--- src/rtl/mc_ctrl.sv ---
// Multi-cycle control unit for the MIPS-subset CPU: steps each instruction through
// FETCH/DECODE/EXE/MEM/WB and drives the fetch-side PC controls and datapath enables.
module mc_ctrl #(
  parameter logic [2:0] RESET_STATE = 3'd0
) (
  input  logic        CLK,
  input  logic        Reset,
  input  logic [31:0] Instr,
  input  logic        Zero,
  output logic        PCWr,
  output logic [1:0]  NPCOp,
  output logic        Br,
  output logic        IRWr,
  output logic        RegWr,
  output logic [1:0]  RegDst,
  output logic        ALUSrc,
  output logic [2:0]  ALUOp,
  output logic        ExtOp,
  output logic        MemWr,
  output logic [1:0]  MemtoReg,
  output logic        Done,
  output logic [2:0]  State
);

  typedef enum logic [2:0] {
    FETCH  = 3'd0,
    DECODE = 3'd1,
    EXE    = 3'd2,
    MEM    = 3'd3,
    WB     = 3'd4
  } state_t;

  typedef enum logic [3:0] {
    I_NOP, I_ADDU, I_SUBU, I_JR, I_ORI, I_LUI, I_LW, I_SW, I_BEQ, I_JAL
  } kind_t;

  localparam logic [1:0] NPC_SEQ = 2'b00;
  localparam logic [1:0] NPC_BR  = 2'b01;
  localparam logic [1:0] NPC_JAL = 2'b10;
  localparam logic [1:0] NPC_JR  = 2'b11;

  localparam logic [2:0] ALU_ADD = 3'b000;
  localparam logic [2:0] ALU_SUB = 3'b001;
  localparam logic [2:0] ALU_OR  = 3'b010;
  localparam logic [2:0] ALU_LUI = 3'b011;

  state_t      state;
  state_t      nextstate;
  logic [31:0] ir;
  kind_t       kind;
  logic        unusedirbits;

  // Operand fields are consumed by the datapath, not by the controller.
  assign unusedirbits = ^ir[25:6];

  always_comb begin
    kind = I_NOP;
    case (ir[31:26])
      6'b000000: begin
        case (ir[5:0])
          6'b100001: kind = I_ADDU;
          6'b100011: kind = I_SUBU;
          6'b001000: kind = I_JR;
          default:   kind = I_NOP;
        endcase
      end
      6'b001101: kind = I_ORI;
      6'b001111: kind = I_LUI;
      6'b100011: kind = I_LW;
      6'b101011: kind = I_SW;
      6'b000100: kind = I_BEQ;
      6'b000011: kind = I_JAL;
      default:   kind = I_NOP;
    endcase
  end

  always_comb begin
    nextstate = FETCH;
    case (state)
      FETCH: nextstate = DECODE;
      DECODE: begin
        case (kind)
          I_JR, I_NOP: nextstate = FETCH;
          I_JAL:       nextstate = WB;
          default:     nextstate = EXE;
        endcase
      end
      EXE: begin
        case (kind)
          I_LW, I_SW:                    nextstate = MEM;
          I_ADDU, I_SUBU, I_ORI, I_LUI:  nextstate = WB;
          default:                       nextstate = FETCH;
        endcase
      end
      MEM:     nextstate = (kind == I_LW) ? WB : FETCH;
      default: nextstate = FETCH;
    endcase
  end

  // IR only captures in FETCH so later states decode a stable word.
  always_ff @(posedge CLK) begin
    if (!Reset) begin
      state <= state_t'(RESET_STATE);
      ir    <= '0;
    end else begin
      state <= nextstate;
      if (state == FETCH) begin
        ir <= Instr;
      end
    end
  end

  always_comb begin
    PCWr     = 1'b0;
    NPCOp    = NPC_SEQ;
    Br       = 1'b0;
    IRWr     = 1'b0;
    RegWr    = 1'b0;
    RegDst   = 2'b00;
    ALUSrc   = 1'b0;
    ALUOp    = ALU_ADD;
    ExtOp    = 1'b0;
    MemWr    = 1'b0;
    MemtoReg = 2'b00;

    // ALU selects stay fixed from EXE through WB for the whole instruction.
    if (state == EXE || state == MEM || state == WB) begin
      case (kind)
        I_SUBU, I_BEQ: ALUOp = ALU_SUB;
        I_ORI: begin
          ALUOp  = ALU_OR;
          ALUSrc = 1'b1;
        end
        I_LUI: begin
          ALUOp  = ALU_LUI;
          ALUSrc = 1'b1;
        end
        I_LW, I_SW: begin
          ALUOp  = ALU_ADD;
          ALUSrc = 1'b1;
          ExtOp  = 1'b1;
        end
        default: ALUOp = ALU_ADD;
      endcase
    end

    case (state)
      FETCH: IRWr = 1'b1;
      DECODE: begin
        if (kind == I_JR) begin
          PCWr  = 1'b1;
          NPCOp = NPC_JR;
        end else if (kind == I_NOP) begin
          PCWr  = 1'b1;
        end
      end
      EXE: begin
        if (kind == I_BEQ) begin
          PCWr  = 1'b1;
          NPCOp = NPC_BR;
          Br    = Zero;
        end
      end
      MEM: begin
        if (kind == I_SW) begin
          MemWr = 1'b1;
          PCWr  = 1'b1;
        end
      end
      WB: begin
        RegWr = 1'b1;
        PCWr  = 1'b1;
        case (kind)
          I_ADDU, I_SUBU: RegDst = 2'b01;
          I_LW:           MemtoReg = 2'b01;
          I_JAL: begin
            NPCOp    = NPC_JAL;
            RegDst   = 2'b10;
            MemtoReg = 2'b10;
          end
          default: RegDst = 2'b00;
        endcase
      end
      default: IRWr = 1'b0;
    endcase

    // Holding reset low silences every output so an aborted instruction cannot write.
    if (!Reset) begin
      PCWr     = 1'b0;
      NPCOp    = NPC_SEQ;
      Br       = 1'b0;
      IRWr     = 1'b0;
      RegWr    = 1'b0;
      RegDst   = 2'b00;
      ALUSrc   = 1'b0;
      ALUOp    = ALU_ADD;
      ExtOp    = 1'b0;
      MemWr    = 1'b0;
      MemtoReg = 2'b00;
    end
  end

  assign Done  = PCWr;
  assign State = state;

endmodule

--- config.mk ---
export PLATFORM = sky130hd
export DESIGN_NAME = mc_ctrl
export DESIGN_NICKNAME = d
export VERILOG_FILES = /design/src/rtl/mc_ctrl.sv
export SDC_FILE = /design/constraint.sdc
export NUM_CORES = 1
export LEC_CHECK = 0
export ABC_AREA = 1
export ABC_CLOCK_PERIOD_IN_PS = 1400
export CAP_MARGIN = 0
export CORE_MARGIN = 8
export CORE_UTILIZATION = 55
export DETAILED_ROUTE_END_ITERATION = 7
export DONT_BUFFER_PORTS = 1
export PLACE_DENSITY_LB_ADDON = 0.12
export SLEW_MARGIN = 20
export SYNTH_ARGS = -nofsm -noshare
export SYNTH_HDL_FRONTEND = slang
export SYNTH_SLANG_ARGS = --single-unit
--- constraint.sdc ---
create_clock -name CLK -period 1.4 [get_ports CLK]
set_input_delay 0.07 -clock CLK [delete_from_list [all_inputs] [get_ports CLK]]
set_output_delay 0.07 -clock CLK [all_outputs]
set_load 0.02 [all_outputs]
Word level (Yosys, flattened, before mapping)

Index checks and enable logic that the tools add are counted.

Muxes and demuxes: 41
Reduce and logical (&&, ||, !) cells: 11
Shift operators: 0
Eq/ne operators: 22
Bitwise gates (word level): 0
Add/subtract/negate cells: 0
Order comparisons: 0
Div/mod/pow operators: 0
$mul: 0

Operators by type and width:

| cell                                                            | number |
|---|---|
| 4-bit case mux with 7 select lines                              | 1 |
| 6-bit == test, second input constant                            | 4 |
| 1-bit two-way mux                                               | 21 |
| 6-bit by 4-bit == test with 1-bit output, second input constant | 3 |
| 2-bit case mux with 3 select lines                              | 3 |
| 4-bit by 3-bit == test with 1-bit output, second input constant | 4 |
| 2-bit two-way mux                                               | 8 |
| 3-bit case mux with 2 select lines                              | 2 |
| 3-bit case mux with 4 select lines                              | 1 |
| 4-bit by 2-bit == test with 1-bit output, second input constant | 2 |
| 4-bit == test, second input constant                            | 2 |
| 2-bit case mux with 2 select lines                              | 2 |
| 2-bit OR reduction                                              | 4 |
| 4-bit OR reduction                                              | 2 |
| 3-bit by 2-bit == test with 1-bit output, second input constant | 2 |
| 6-bit by 2-bit == test with 1-bit output, second input constant | 1 |
| 6-bit by 3-bit == test with 1-bit output, second input constant | 1 |
| 6-bit zero test                                                 | 1 |
| 3-bit two-way mux                                               | 2 |
| 4-bit by 1-bit == test with 1-bit output, second input constant | 1 |
| 4-bit zero test                                                 | 1 |
| 1-bit case mux with 4 select lines                              | 1 |
| 3-bit by 1-bit == test with 1-bit output, second input constant | 1 |
| 3-bit == test, second input constant                            | 1 |
| other kinds (2)                                                 | 3 |

Input bits: 35
Bits in registers: 35
Output and inout bits: 20
Word-level logic and storage cells: 76
RAM bits: 0
Bits in read-only memories: 0
Memories kept: 0
Bits in latches: 0

Depth between registers and ports, before layout

Word-level depth: 8
Depth in mapped cells: 13
Gate-level depth less buffers: 12

Worst setup path after synthesis

OpenSTA, ideal clock, no wires.

Kind: register to output
From: register state[2], in the netlist State[2]
To: output port RegDst[0]
Path slack: -0.288 ns
Buffers on the path: 0
Cell stages (with the launch flop): 7
Arrival: 1.618 ns
Required time: 1.330 ns
Path through: dfxtp_1 > inv_1 > nor2_1 > inv_1 > nor2_1 > inv_1 > a21oi_1

Word-level cells in the longest chain between the ends: 3

RTL lines:

| item                   | RTL line | source |
|---|---|---|
| start, declared        | 47       | `state_t state;` |
| start signal, assigned | 103      | `state <= state_t'(RESET_STATE);` |
| start signal, assigned | 106      | `state <= nextstate;` |
| 3-bit == test          | 147      | `case (state)` |
| 2-bit two-way mux      | 147      |  |
| 2-bit two-way mux      | 188      | `if (!Reset) begin` |
| end, declared          | 15       | `output logic [1:0] RegDst,` |

Every way passes these cells.

Worst setup path in the final report

From: register ir[2]
To: output port Done

Word-level cells in the longest chain between the ends: 8
Elaborated cells between the ends (all ways): 15

RTL lines:

| item                                                                             | RTL line | source |
|---|---|---|
| start, declared                                                                  | 49       | `logic [31:0] ir;` |
| start signal, assigned                                                           | 108      | `ir <= Instr;` |
| 6-bit by 4-bit == test with 1-bit output / 6-bit == test (equally long branches) | 60       | `case (ir[5:0])` |
| 2-bit case mux with 3 select lines (*)                                           | 60       |  |
| 4-bit case mux with 7 select lines (*)                                           | 58       | `case (ir[31:26])` |
| 4-bit zero test                                                                  | 153      | `end else if (kind == I_NOP) begin` |
| 1-bit two-way mux                                                                | 153      |  |
| 1-bit two-way mux                                                                | 150      | `if (kind == I_JR) begin` |
| 1-bit case mux with 4 select lines (*)                                           | 147      |  |
| 1-bit two-way mux (*)                                                            | 188      |  |
| end, declared                                                                    | 21       | `output logic Done,` |

Mark *: on every way between the ends. The rest lies on a longest branch, timed or not.

==> reports/metrics.yaml <==
syn_area_per_cell_um2: 6.05
worst_hold_slack_ns: -0.0941
coreArea_mm2: 0.00171
nFillCells: 34
r2r_slack_ns: -0.35
synth_top_family_by_area: "simple AND/OR/NAND/NOR gates"
place.gp.congestion: 0.881
critPathLaunchType: "flip-flop"
core.rowCount: 15
seq_area_frac_synth_pct: 30.5
violations: "negative hold slack, negative setup slack"
fp.dieH_um: 58.3
grt_pass1_vias: 1421
routed_wirelength_mm: 5.35
endpoint_kind: "output port"
syn-cell-area_um2: 986
crit_type: "reg -> out"
drive_gt1_share_pct: 57.5
worstPathMaxFanout: 3
cp.required_ns: 1.33
drcViolationCount: 0
antenna_found_initial: 0
clock_latency_ns: 0.31
rsz0062_at_grt: "true"
layout_min_cycle_time_ns: 2.07
pwr-share-seq_pct: 41.1
vias: 1584
netSwitchingFraction_pct: 40.9
cts_buffers: 3
post-route-period-util_pct: 148
finClkSkew_ns: 0.0210
grt_pass1_wl_mm: 6.35
hp-class: "in -> reg"
fin_ws_ns: -0.672
clock-sinks: 15
synthSimpleGateAreaFrac_pct: 40.6
grt_usage_pct: 23.7
synthAdderAreaFrac_pct: 0
io_pins: 55
dieWidth_um: 58.3
viasPerCell: 6.63
yosysWarnings: 0
pwr-share-comb_pct: 37.3
internal_power_mw: 0.762
hpwl_mm: 2.37
clkTransAtPathRegs_ns: 0.12
firstDrtPassIters: 8
place_ws_ns: -0.217
drt_iter0_drc: 211
ys_types: 24
slew_viol_final: 0
die_area_mm2: 0.00340
synth_compound_gate_area_share_pct: 16.0
netlist_instances: 163
synthMuxAreaShare_pct: 0
grt_max_degree: 16
cts_tree: "built"
cts_buffer_depth: 2
synth_xor_area_share_pct: 0
wl_per_cell_um: 22.4
synth_nets: 198
ir_worst_vdd_uv: 921
cts_max_level: 1
p_leak_nw: 0.746
finalSetupTns_ns: -7.54
p_per_area_mw_per_mm2: 780
hold_viol_final: 12
initial_core_util_pct: 57.7
cts_root_buf: "clkbuf_4"
area_growth_pct: 67.6
clkPwrFrac_pct: 21.6
grt_overflow: 0
maxCapViolations: 0
antenna-diode-count: 0
nets: 250
port_buffers: 0
ys_ff_latch: 15
outcome: "finished, violations left"
fmax_mhz: 483
ant_nets: 0
arrival_ns: 2.00
setup_violations: 19
switchingPower_mw: 0.527
power groups by stage:
stage          combinational, mW  sequential, mW  clock (mW)
2_1_floorplan              0.216           0.519           0
3_3_place_gp               0.334           0.516           0
3_5_place_dp               0.345           0.520           0
4_1_cts                    0.391           0.515       0.243
5_1_grt                    0.491           0.532       0.279
6_report                   0.481           0.530       0.278
layout make-up:
class,count,area (µm²),area share (%)
clock buffers,3,22.5,1.36
clock inverters,1,5.00,0.303
inverters,26,105,6.36
multi-input cells,117,753,45.6
flip-flops and latches,15,322,19.5
well taps,25,31.3,1.89
repair buffers,51,407,24.6
repair inverters,1,7.51,0.454
worst paths after layout:
| check | startpoint | end | cells past startpoint |
|---|---|---|---|
| max | ir[2] | Done | 12 |
| min | Reset | ir[0] | 2 |
| max reg2reg | ir[27] | State[1] | 12 |
| min reg2reg | ir[0] | ir[0] | 3 |
layout by cell type, fill, tap and decap left out, types with 2 or more instances in the layout:
cell,count
a21oi_1,10
a21oi_2,2
a21oi_4,2
buf_4,46
clkbuf_4,3
dfxtp_1,4
dfxtp_2,8
dfxtp_4,3
dlygate4sd3_1,3
inv_1,14
inv_2,9
inv_4,3
nand2_1,10
nand2_2,13
nand3_1,8
nand3_2,5
nor2_1,24
nor2_2,8
nor2_4,9
nor3_2,3
nor3_4,2
o21ai_0,13
per-stage QoR:
step	power (mW)	area, µm²	util (%)	hold WS (ns)	cells
2_1_floorplan	0.734	1050	-	0.201	163
3_3_place_gp	0.849	1370	80.4	0.204	224
3_5_place_dp	0.865	1370	80.4	0.207	224
4_1_cts	1.15	1540	90.3	-0.0851	234
5_1_grt	1.30	1650	96.8	-0.0815	239
6_report	1.29	1650	96.8	-0.0941	239
what timing repair did:
| action | CTS | global route |
|---|---|---|
| cloned | 1 | 0 |
| setup buffers | 4 | 3 |
| setup endpoints to repair | 17 | 28 |
| pin swaps | 10 | 1 |
| gates resized for setup | 30 | 26 |
| hold buffers | 1 | 2 |
| hold endpoints to repair | 12 | 12 |
state kept, by name, indices dropped and copies added (netlist names):
| name | count |
|---|---|
| State | 3 |
| ir | 12 |
synthesized netlist by cell type:
cell	number	area share, %
o21ai_0	14	7.1
nor3_2	1	1.0
nor3_1	4	2.0
nor2_2	4	2.5
nand2_1	19	7.2
nor2_4	1	1.1
nand4_1	1	0.63
nand3b_1	1	0.76
conb_1	1	0.38
nand4_2	1	1.3
inv_1	22	8.4
nand3_2	1	1.0
dfxtp_1	15	30
clkbuf_1	2	0.76
o31ai_1	1	0.76
buf_1	1	0.38
a21oi_2	1	0.89
nor2_1	36	14
a31oi_1	1	0.63
inv_2	4	1.5
nand2_2	5	3.2
a21oi_1	13	6.6
nand3_1	12	6.1
buf_4	2	1.5
critical path, stage by stage, from the launching register on:
cell and delay (ns):
dfxtp_1 0.36, nor2_1 0.24, nand3_1 0.18, nand2_2 0.12
nand2_2 0.08, nand2_2 0.09, nand2_2 0.07, inv_2 0.07
nand2_2 0.06, nand2_2 0.07, nand2_2 0.06, a21oi_4 0.15
buf_12 0.14
routing by layer:
metal,GRT usage [%],routed length (µm),vias to the layer above
li1,-,-,622
met1,22.6,1680,690
met2,44.1,2490,198
met3,7.17,656,74
met4,12.6,523,0
met5,0,0,-
cells by family (layout without fill, tap and decap cells):
| family | Yosys count | after routing |
|---|---|---|
| simple gates | 86 | 86 |
| compound gates | 30 | 30 |
| flops | 15 | 15 |
| buf+inv | 31 | 82 |
| other cells | 1 | 1 |
Power figures use the tool's default switching activity.
